==> src/rtl/sseg_pkg.sv <==
// sseg_pkg: shared constants for the seven-segment multiplexer.
// Holds the active-low hex glyph table, the blank code and the NUM_DIGITS legal range.
package sseg_pkg;
    localparam logic [7:0] SEG_OFF = 8'hFF;
    localparam int NUM_DIGITS_MIN = 1;
    localparam int NUM_DIGITS_MAX = 8;
    // Active-low g..a codes, entry 15 first so SEG_TABLE[n] yields the glyph for nibble n.
    localparam logic [15:0][6:0] SEG_TABLE = {
        7'h0E, 7'h06, 7'h21, 7'h46, 7'h03, 7'h08, 7'h10, 7'h00,
        7'h78, 7'h02, 7'h12, 7'h19, 7'h30, 7'h24, 7'h79, 7'h40
    };
endpackage

==> src/rtl/sseg_hex_dec.sv <==
// sseg_hex_dec: combinational hex nibble to active-low g..a segment decode.
module sseg_hex_dec
    import sseg_pkg::*;
(
    input  logic [3:0] nib_i,
    output logic [6:0] seg_o
);
    assign seg_o = SEG_TABLE[nib_i];
endmodule

==> src/rtl/sseg_mux_n.sv <==
// sseg_mux_n: time-multiplexed N-digit seven-segment driver with shadow/active double buffering.
// Define SSEG_LZ_BLANK_EN to blank leading-zero digits (digit 0 is always shown).
module sseg_mux_n
    import sseg_pkg::*;
#(
    parameter int NUM_DIGITS = 4,
    parameter int DIV        = 50000
) (
    input  logic                    CLK,
    input  logic                    RST,
    input  logic                    load,
    input  logic [4*NUM_DIGITS-1:0] value,
    input  logic [NUM_DIGITS-1:0]   dp,
    output logic [7:0]              segments,
    output logic [NUM_DIGITS-1:0]   an,
    output logic                    frame_done,
    output logic                    pending
);
    localparam int CW = $clog2(DIV);
    localparam int IW = NUM_DIGITS > 1 ? $clog2(NUM_DIGITS) : 1;

    if (NUM_DIGITS < NUM_DIGITS_MIN || NUM_DIGITS > NUM_DIGITS_MAX) begin : g_bad_num_digits
        $error("sseg_mux_n: NUM_DIGITS out of range");
    end

    logic [CW-1:0]           cnt_q, cnt_d;
    logic [IW-1:0]           idx_q, idx_d;
    logic [4*NUM_DIGITS-1:0] sh_val_q, sh_val_d, act_val_q, act_val_d;
    logic [NUM_DIGITS-1:0]   sh_dp_q, sh_dp_d, act_dp_q, act_dp_d, an_q, an_d;
    logic [7:0]              seg_q, seg_d;
    logic                    pend_q, pend_d;
    logic                    tick, wrap, blank;
    logic [3:0]              nib;
    logic [6:0]              hex_seg;

    assign tick       = cnt_q == CW'(DIV - 1);
    assign wrap       = idx_q == IW'(NUM_DIGITS - 1);
    // Combinational so a load in this cycle coincides with the commit edge.
    assign frame_done = tick && wrap && !RST;
    assign nib        = act_val_q[{idx_q, 2'b00} +: 4];
    assign segments   = seg_q;
    assign an         = an_q;
    assign pending    = pend_q;

`ifdef SSEG_LZ_BLANK_EN
    assign blank = idx_q != '0 && (act_val_q >> {idx_q, 2'b00}) == '0;
`else
    assign blank = 1'b0;
`endif

    sseg_hex_dec u_dec (
        .nib_i (nib),
        .seg_o (hex_seg)
    );

    always_comb begin
        cnt_d     = tick ? '0 : cnt_q + 1'b1;
        idx_d     = tick ? (wrap ? '0 : idx_q + 1'b1) : idx_q;
        sh_val_d  = load ? value : sh_val_q;
        sh_dp_d   = load ? dp : sh_dp_q;
        act_val_d = frame_done && pend_q ? sh_val_q : act_val_q;
        act_dp_d  = frame_done && pend_q ? sh_dp_q : act_dp_q;
        pend_d    = load || (pend_q && !frame_done);
        an_d      = ~(NUM_DIGITS'(1) << idx_q);
        seg_d     = {~act_dp_q[idx_q], blank ? 7'h7F : hex_seg};
    end

    always_ff @(posedge CLK) begin
        if (RST) begin
            cnt_q     <= '0;
            idx_q     <= '0;
            sh_val_q  <= '0;
            sh_dp_q   <= '0;
            act_val_q <= '0;
            act_dp_q  <= '0;
            pend_q    <= 1'b0;
            an_q      <= '1;
            seg_q     <= SEG_OFF;
        end else begin
            cnt_q     <= cnt_d;
            idx_q     <= idx_d;
            sh_val_q  <= sh_val_d;
            sh_dp_q   <= sh_dp_d;
            act_val_q <= act_val_d;
            act_dp_q  <= act_dp_d;
            pend_q    <= pend_d;
            an_q      <= an_d;
            seg_q     <= seg_d;
        end
    end
endmodule
==> config.mk <==
export PLATFORM = sky130hd
export DESIGN_NAME = sseg_mux_n
export DESIGN_NICKNAME = d
export VERILOG_FILES = /design/src/rtl/sseg_pkg.sv /design/src/rtl/sseg_hex_dec.sv /design/src/rtl/sseg_mux_n.sv
export SDC_FILE = /design/constraint.sdc
export NUM_CORES = 1
export LEC_CHECK = 0
export CORE_ASPECT_RATIO = 0.8
export CORE_UTILIZATION = 45
export DETAILED_ROUTE_END_ITERATION = 8
export GPL_ROUTABILITY_DRIVEN = 0
export PLACE_DENSITY = 0.71
export SYNTH_ARGS = -nofsm -noshare
export SYNTH_HDL_FRONTEND = slang
export SYNTH_HIERARCHICAL = 1
export SYNTH_SLANG_ARGS = --single-unit
export TNS_END_PERCENT = 5
==> constraint.sdc <==
create_clock -name CLK -period 4.05 [get_ports CLK]
set_clock_uncertainty 0.1 [all_clocks]
set_input_delay 0.6075 -clock CLK [delete_from_list [all_inputs] [get_ports CLK]]
set_output_delay 0.6075 -clock CLK [all_outputs]
set_load 0.02 [all_outputs]
Yosys cells after proc, flatten, opt, wreduce, memory -nomap -nowiden
Memory sizes are Yosys's and may differ from the RTL's. A register that Yosys moved wholly into a read port is not among the register bits.
Cells that the tools add are included.
Cells by class
  $add $sub $neg: 2
  $lt $le $gt $ge: 2
  equality and inequality tests: 2
  shift-type cells: 2
  mux-type cells: 4
  bitwise logic cells: 2
  reductions and logical operators: 8
Operator list (count)
  16-bit by 1-bit adder with 16-bit output, second input constant: 1
  16-bit == test, second input constant: 1
  16-bit by 5-bit indexed part select with 4-bit output: 1
  7-bit 2-to-1 mux: 1
  4-bit by 5-bit < comparator with 1-bit output, second input constant: 1
  1-bit logical AND: 4
  4-bit inverter: 1
  1-bit by 2-bit left shift with 4-bit output, first input constant: 1
  2-bit by 3-bit < comparator with 1-bit output, second input constant: 1
  2-bit by 1-bit adder with 2-bit output, second input constant: 1
  1-bit binary-select mux with 2-bit select: 1
  2-bit == test, second input constant: 1
  1-bit zero test: 2
  2-bit 2-to-1 mux: 1
  2-bit OR reduction: 1
  1-bit logical OR: 1
  1-bit 2-to-1 mux: 1
  1-bit inverter: 1
Storage, ports and cells
  bits in registers: 71
  ROM bits: 112
  bits of input ports: 23
  output and inout bits: 14
  logic and storage cells: 32
  memories: 1
Memory list
  (name not given): words 16, bits a word 7, read ports 1, clocked after memory_dff 1, write ports 0, line sseg_hex_dec.sv:8  | assign seg_o = SEG_TABLE[nib_i];

Longest topological paths before layout
  word-level depth: 6
  gate-level depth with buffers: 8
  depth with buffers taken out: 7

By module
Netlist, hierarchy kept.
Modules (own cells, without submodules)
  sseg_mux_n: instances 1, cells each 288, area each 2959.1 um^2, sequential area each 1421.4 um^2
  sseg_hex_dec: instances 1, cells each 32, area each 275.3 um^2, sequential area each 0.0 um^2

Least setup slack after synthesis
No wires, ideal clock.
  path kind: flip-flop to flip-flop
  start: register idx_q[0]
  end: register seg_q[3], in the netlist segments[3]
  arrival: 2.341 ns
  required time: 3.827 ns
  setup slack: 1.485 ns
  stages on the path, launching flop included: 8
  buffers on the path: 1
  period minus slack after synthesis: 2.565 ns
  path through: dfxtp_1 > clkbuf_1 > mux4_2 > inv_1 > ha_1 > inv_1 > mux4_1 > or2_2
Between the ends
  cells in the longest elaborated chain, start to end: 1
Ends and longest elaborated chain
  start: declaration: line sseg_mux_n.sv:27  | logic [IW-1:0] idx_q, idx_d;
  start signal: assignment: line sseg_mux_n.sv:81  | idx_q <= idx_d;
  16-bit by 5-bit indexed part select with 4-bit output: line sseg_mux_n.sv:40  | assign nib = act_val_q[{idx_q, 2'b00} +: 4];
  named net nib[0]: line sseg_mux_n.sv:33  | logic [3:0] nib;
  end: declaration: line sseg_mux_n.sv:30  | logic [7:0] seg_q, seg_d;
The timed path passes the listed nets, and every way through them passes these cells.
A chain may end at the register's enable or synchronous reset.

Worst setup path after layout
  start: register idx_q[0]
  end: output port frame_done
Between the ends
  cells in the longest elaborated chain, start to end: 3
Ends and longest elaborated chain
  2-bit == test: line sseg_mux_n.sv:37  | assign wrap = idx_q == IW'(NUM_DIGITS - 1);
  1-bit logical AND (2 in series): line sseg_mux_n.sv:39  | assign frame_done = tick && wrap && !RST;
  end: declaration: line sseg_mux_n.sv:16  | output logic frame_done,
No other way between the ends.

==> summary.txt <==
Outcome: finished clean
Max_slew headroom: 0.615
Site row count: 27
Slew of the pin with the lowest slew margin: 577 ps
Cell taking the most area after synthesis: dfxtp_1
Clock Sinks: 71
Clk pin slew, worst setup/hold paths: 70 ps
Distinct cell type count after synthesis: 35
F_max: 0.359 GHz
CP Capture Type: primary output
Crit-path cells: ha_1 > nand2b_1 > nor2_1 > clkdlybuf4s50_1
Layout cells sized above 1: 0.0960
Final WS setup: 1260 ps
Final wirelength: 5450 um
Flop and latch count out of synthesis: 71
Startpoint Class: flop
Final Hold Fails: 0
DPL Wire Length: 3750 um
Initial Utilization: 0.467
Cts repair resizes: 0
Antenna-violating nets left: 0
# hold bufs at CTS: 0
Vias per std cell: 4.90
CTS root buffer: clkbuf_8
RSZ-0062 raised after global routing: no
VDD IR max: 0.205 mV
Synth Cell Area: 3230 sq um
Clk buf depth: 2
Top cells by area, synth: dfxtp_1, mux2i_1, nand2b_1
Register area share after synthesis: 0.439
Hold Crit Endpoint: cnt_q[0]$_SDFF_PP0_
Iteration count of the initial detailed-routing pass: 4
First-pass GRT wire length: 9380 um
Vias in the first global route: 2,131
Final setup viols: 0
Setup TNS: 0 ps
Buffer count from post-CTS setup fixing: 0
CP max FO: 10
Hold slack: 369 ps
Crit path DAT: 2080 ps
Avg Cell Area, Syn: 10.1 sq um
Tmin final: 2790 ps
CTS buffer count: 9
Cells on worst reg2reg path: 6
# DRC: 0
Skew-Pair Late Insertion Delay: 350 ps
Port bufs: 36
Register-to-Register Setup Slack: 1410 ps
Fin crit share: 0.688
Die Height: 77.8 um
Max-cap violation count: 0
Hold path startpoint: cnt_q[0]$_SDFF_PP0_
Worst Hold Class: flop to flop
Die span in x: 96.8 um
Post-Synthesis Cells: 320
H-tree Lvls: 3
CP max stage cell: dfxtp_1
FF-to-FF End: segments[3]$_SDFF_PP1_
Hold depth: 1
Largest net degree at the start of global routing: 78
Power Dens Cells: 363 nW/um^2
Ports: 37
CTS tree: yes
1st-iter DRT viols: 100
# fillers: 625
Via count: 2,163
Syn Nets: 355
Kind of critical path: flop to primary output
Initial antenna violation count: 0
Largest stage delay, worst path: 640 ps
Top cell type's share of synthesized area: 0.439
Fin nets: 384
FF-to-FF Start: idx_q[0]$_SDFFE_PP0N_
Setup WS pre-CTS: 1390 ps
Full die area: 7530 sq um
Total global routing track utilization: 0.158
Core region area: 6930 sq um
CP Data Required Time: 3340 ps
Overflow after GRT: 0
Slew Limit Fails: 0
Pleak: 1.39 nW
Routed len/inst: 12.3 um
Number of diodes: 0
Final Util: 0.547
Synth Warn #: 6
Area Growth Syn to Fin: 17.1%
==> how the worst max path moves through the flow <==
stage,startpoint,to,slack (ps),cells past startpoint
finish,idx_q[0]$_SDFFE_PP0N_,frame_done,1260,4
global route,idx_q[0]$_SDFFE_PP0N_,frame_done,1120,4
CTS,idx_q[0]$_SDFFE_PP0N_,frame_done,1200,4
detailed placement,idx_q[0]$_SDFFE_PP0N_,segments[3]$_SDFF_PP1_,1390,6
global placement,idx_q[0]$_SDFFE_PP0N_,segments[3]$_SDFF_PP1_,1500,6
floorplan,idx_q[0]$_SDFFE_PP0N_,segments[3]$_SDFF_PP1_,1490,7
==> critical path, delay by kind of cell (launching register included) <==
kind	cells	cell delay, ps
adder cells (fa/ha/maj)	1	310
buffers and inverters	1	610
flip-flops	1	640
AND/OR/NAND/NOR	2	190
==> layout by cell type (no fill, tap or decap), types with 6 or more instances in the layout <==
cell | synthesis | layout
inv_1 | 10 | 10
or2_2 | 7 | 7
clkbuf_8 | 0 | 10
nand4_1 | 6 | 6
xnor2_1 | 11 | 11
nand2b_1 | 45 | 45
mux2i_1 | 46 | 46
dfxtp_1 | 71 | 71
nor2_1 | 49 | 49
ha_1 | 12 | 12
clkdlybuf4s50_1 | 0 | 35
==> Yosys cell counts <==
cell / instances
a21oi_1: 2
a22o_1: 2
a311oi_1: 1
a31o_2: 1
a32o_1: 1
and2b_2: 1
and4_1: 2
and4b_1: 2
buf_1: 2
buf_12: 2
buf_2: 3
buf_4: 1
buf_6: 2
clkbuf_1: 11
dfxtp_1: 71
ha_1: 12
inv_1: 10
mux2_2: 1
mux2i_1: 46
mux4_1: 1
mux4_2: 5
nand2_1: 4
nand2b_1: 45
nand3_1: 5
nand4_1: 6
nor2_1: 49
nor3_1: 4
nor4_1: 3
nor4b_2: 1
o21ai_0: 2
or2_1: 1
or2_2: 7
or3b_1: 1
xnor2_1: 11
xor2_1: 2
==> sequential cells by signal, indices dropped and copies added, names as in the netlist <==
register   cells
sh_dp_q        4
act_dp_q       4
an             4
cnt_q         16
pending        1
sh_val_q      16
segments       8
idx_q          2
act_val_q     16
==> per-stage QoR <==
step                      power, mW  cells  instance area, sq um
after floorplan               0.794    320                  3230
after global placement        0.831    425                  3590
after detailed placement      0.833    425                  3590
after CTS                      1.40    441                  3790
after global routing           1.44    441                  3790
final                          1.38    441                  3790
==> cell type report <==
| class | count | area, sq um | share of cell area |
|---|---|---|---|
| clock inverter | 4 | 55.1 | 0.0145 |
| inverter | 10 | 37.5 | 0.00991 |
| multi-input combinational | 218 | 1640 | 0.433 |
| tap | 87 | 109 | 0.0287 |
| timing repair buffer | 39 | 378 | 0.0998 |
| sequential | 71 | 1420 | 0.375 |
| clock buffer | 12 | 145 | 0.0383 |
==> metal layers <==
layer / part of all wire / routed length (um) / GRT usage / up-vias
met5: 0 / 0 / 0 / -
met4: 0.015 / 83 / 0.0672 / 0
met3: 0.044 / 240 / 0.0568 / 9
met2: 0.45 / 2430 / 0.260 / 38
met1: 0.50 / 2700 / 0.187 / 990
li1: - / - / - / 1126
==> kinds of logic after synthesis <==
logic type / after synthesis / synth area share
and+or+nand+nor: 131 / 0.217
DFF: 71 / 0.439
muxes: 53 / 0.189
buffers and inverters: 31 / 0.0530
xor gates and xnor gates: 13 / 0.0352
adders and majority gates: 12 / 0.0464
AOI/OAI and AO/OA: 9 / 0.0201
==> report_power, final <==
part | leakage (nW) | total, mW | switching, mW | internal (mW)
logic | 0.709 | 0.0891 | 0.0378 | 0.0513
clock network | 0.0968 | 0.561 | 0.257 | 0.304
registers | 0.580 | 0.727 | 0.0101 | 0.717
(Power assumes the default switching activity.)
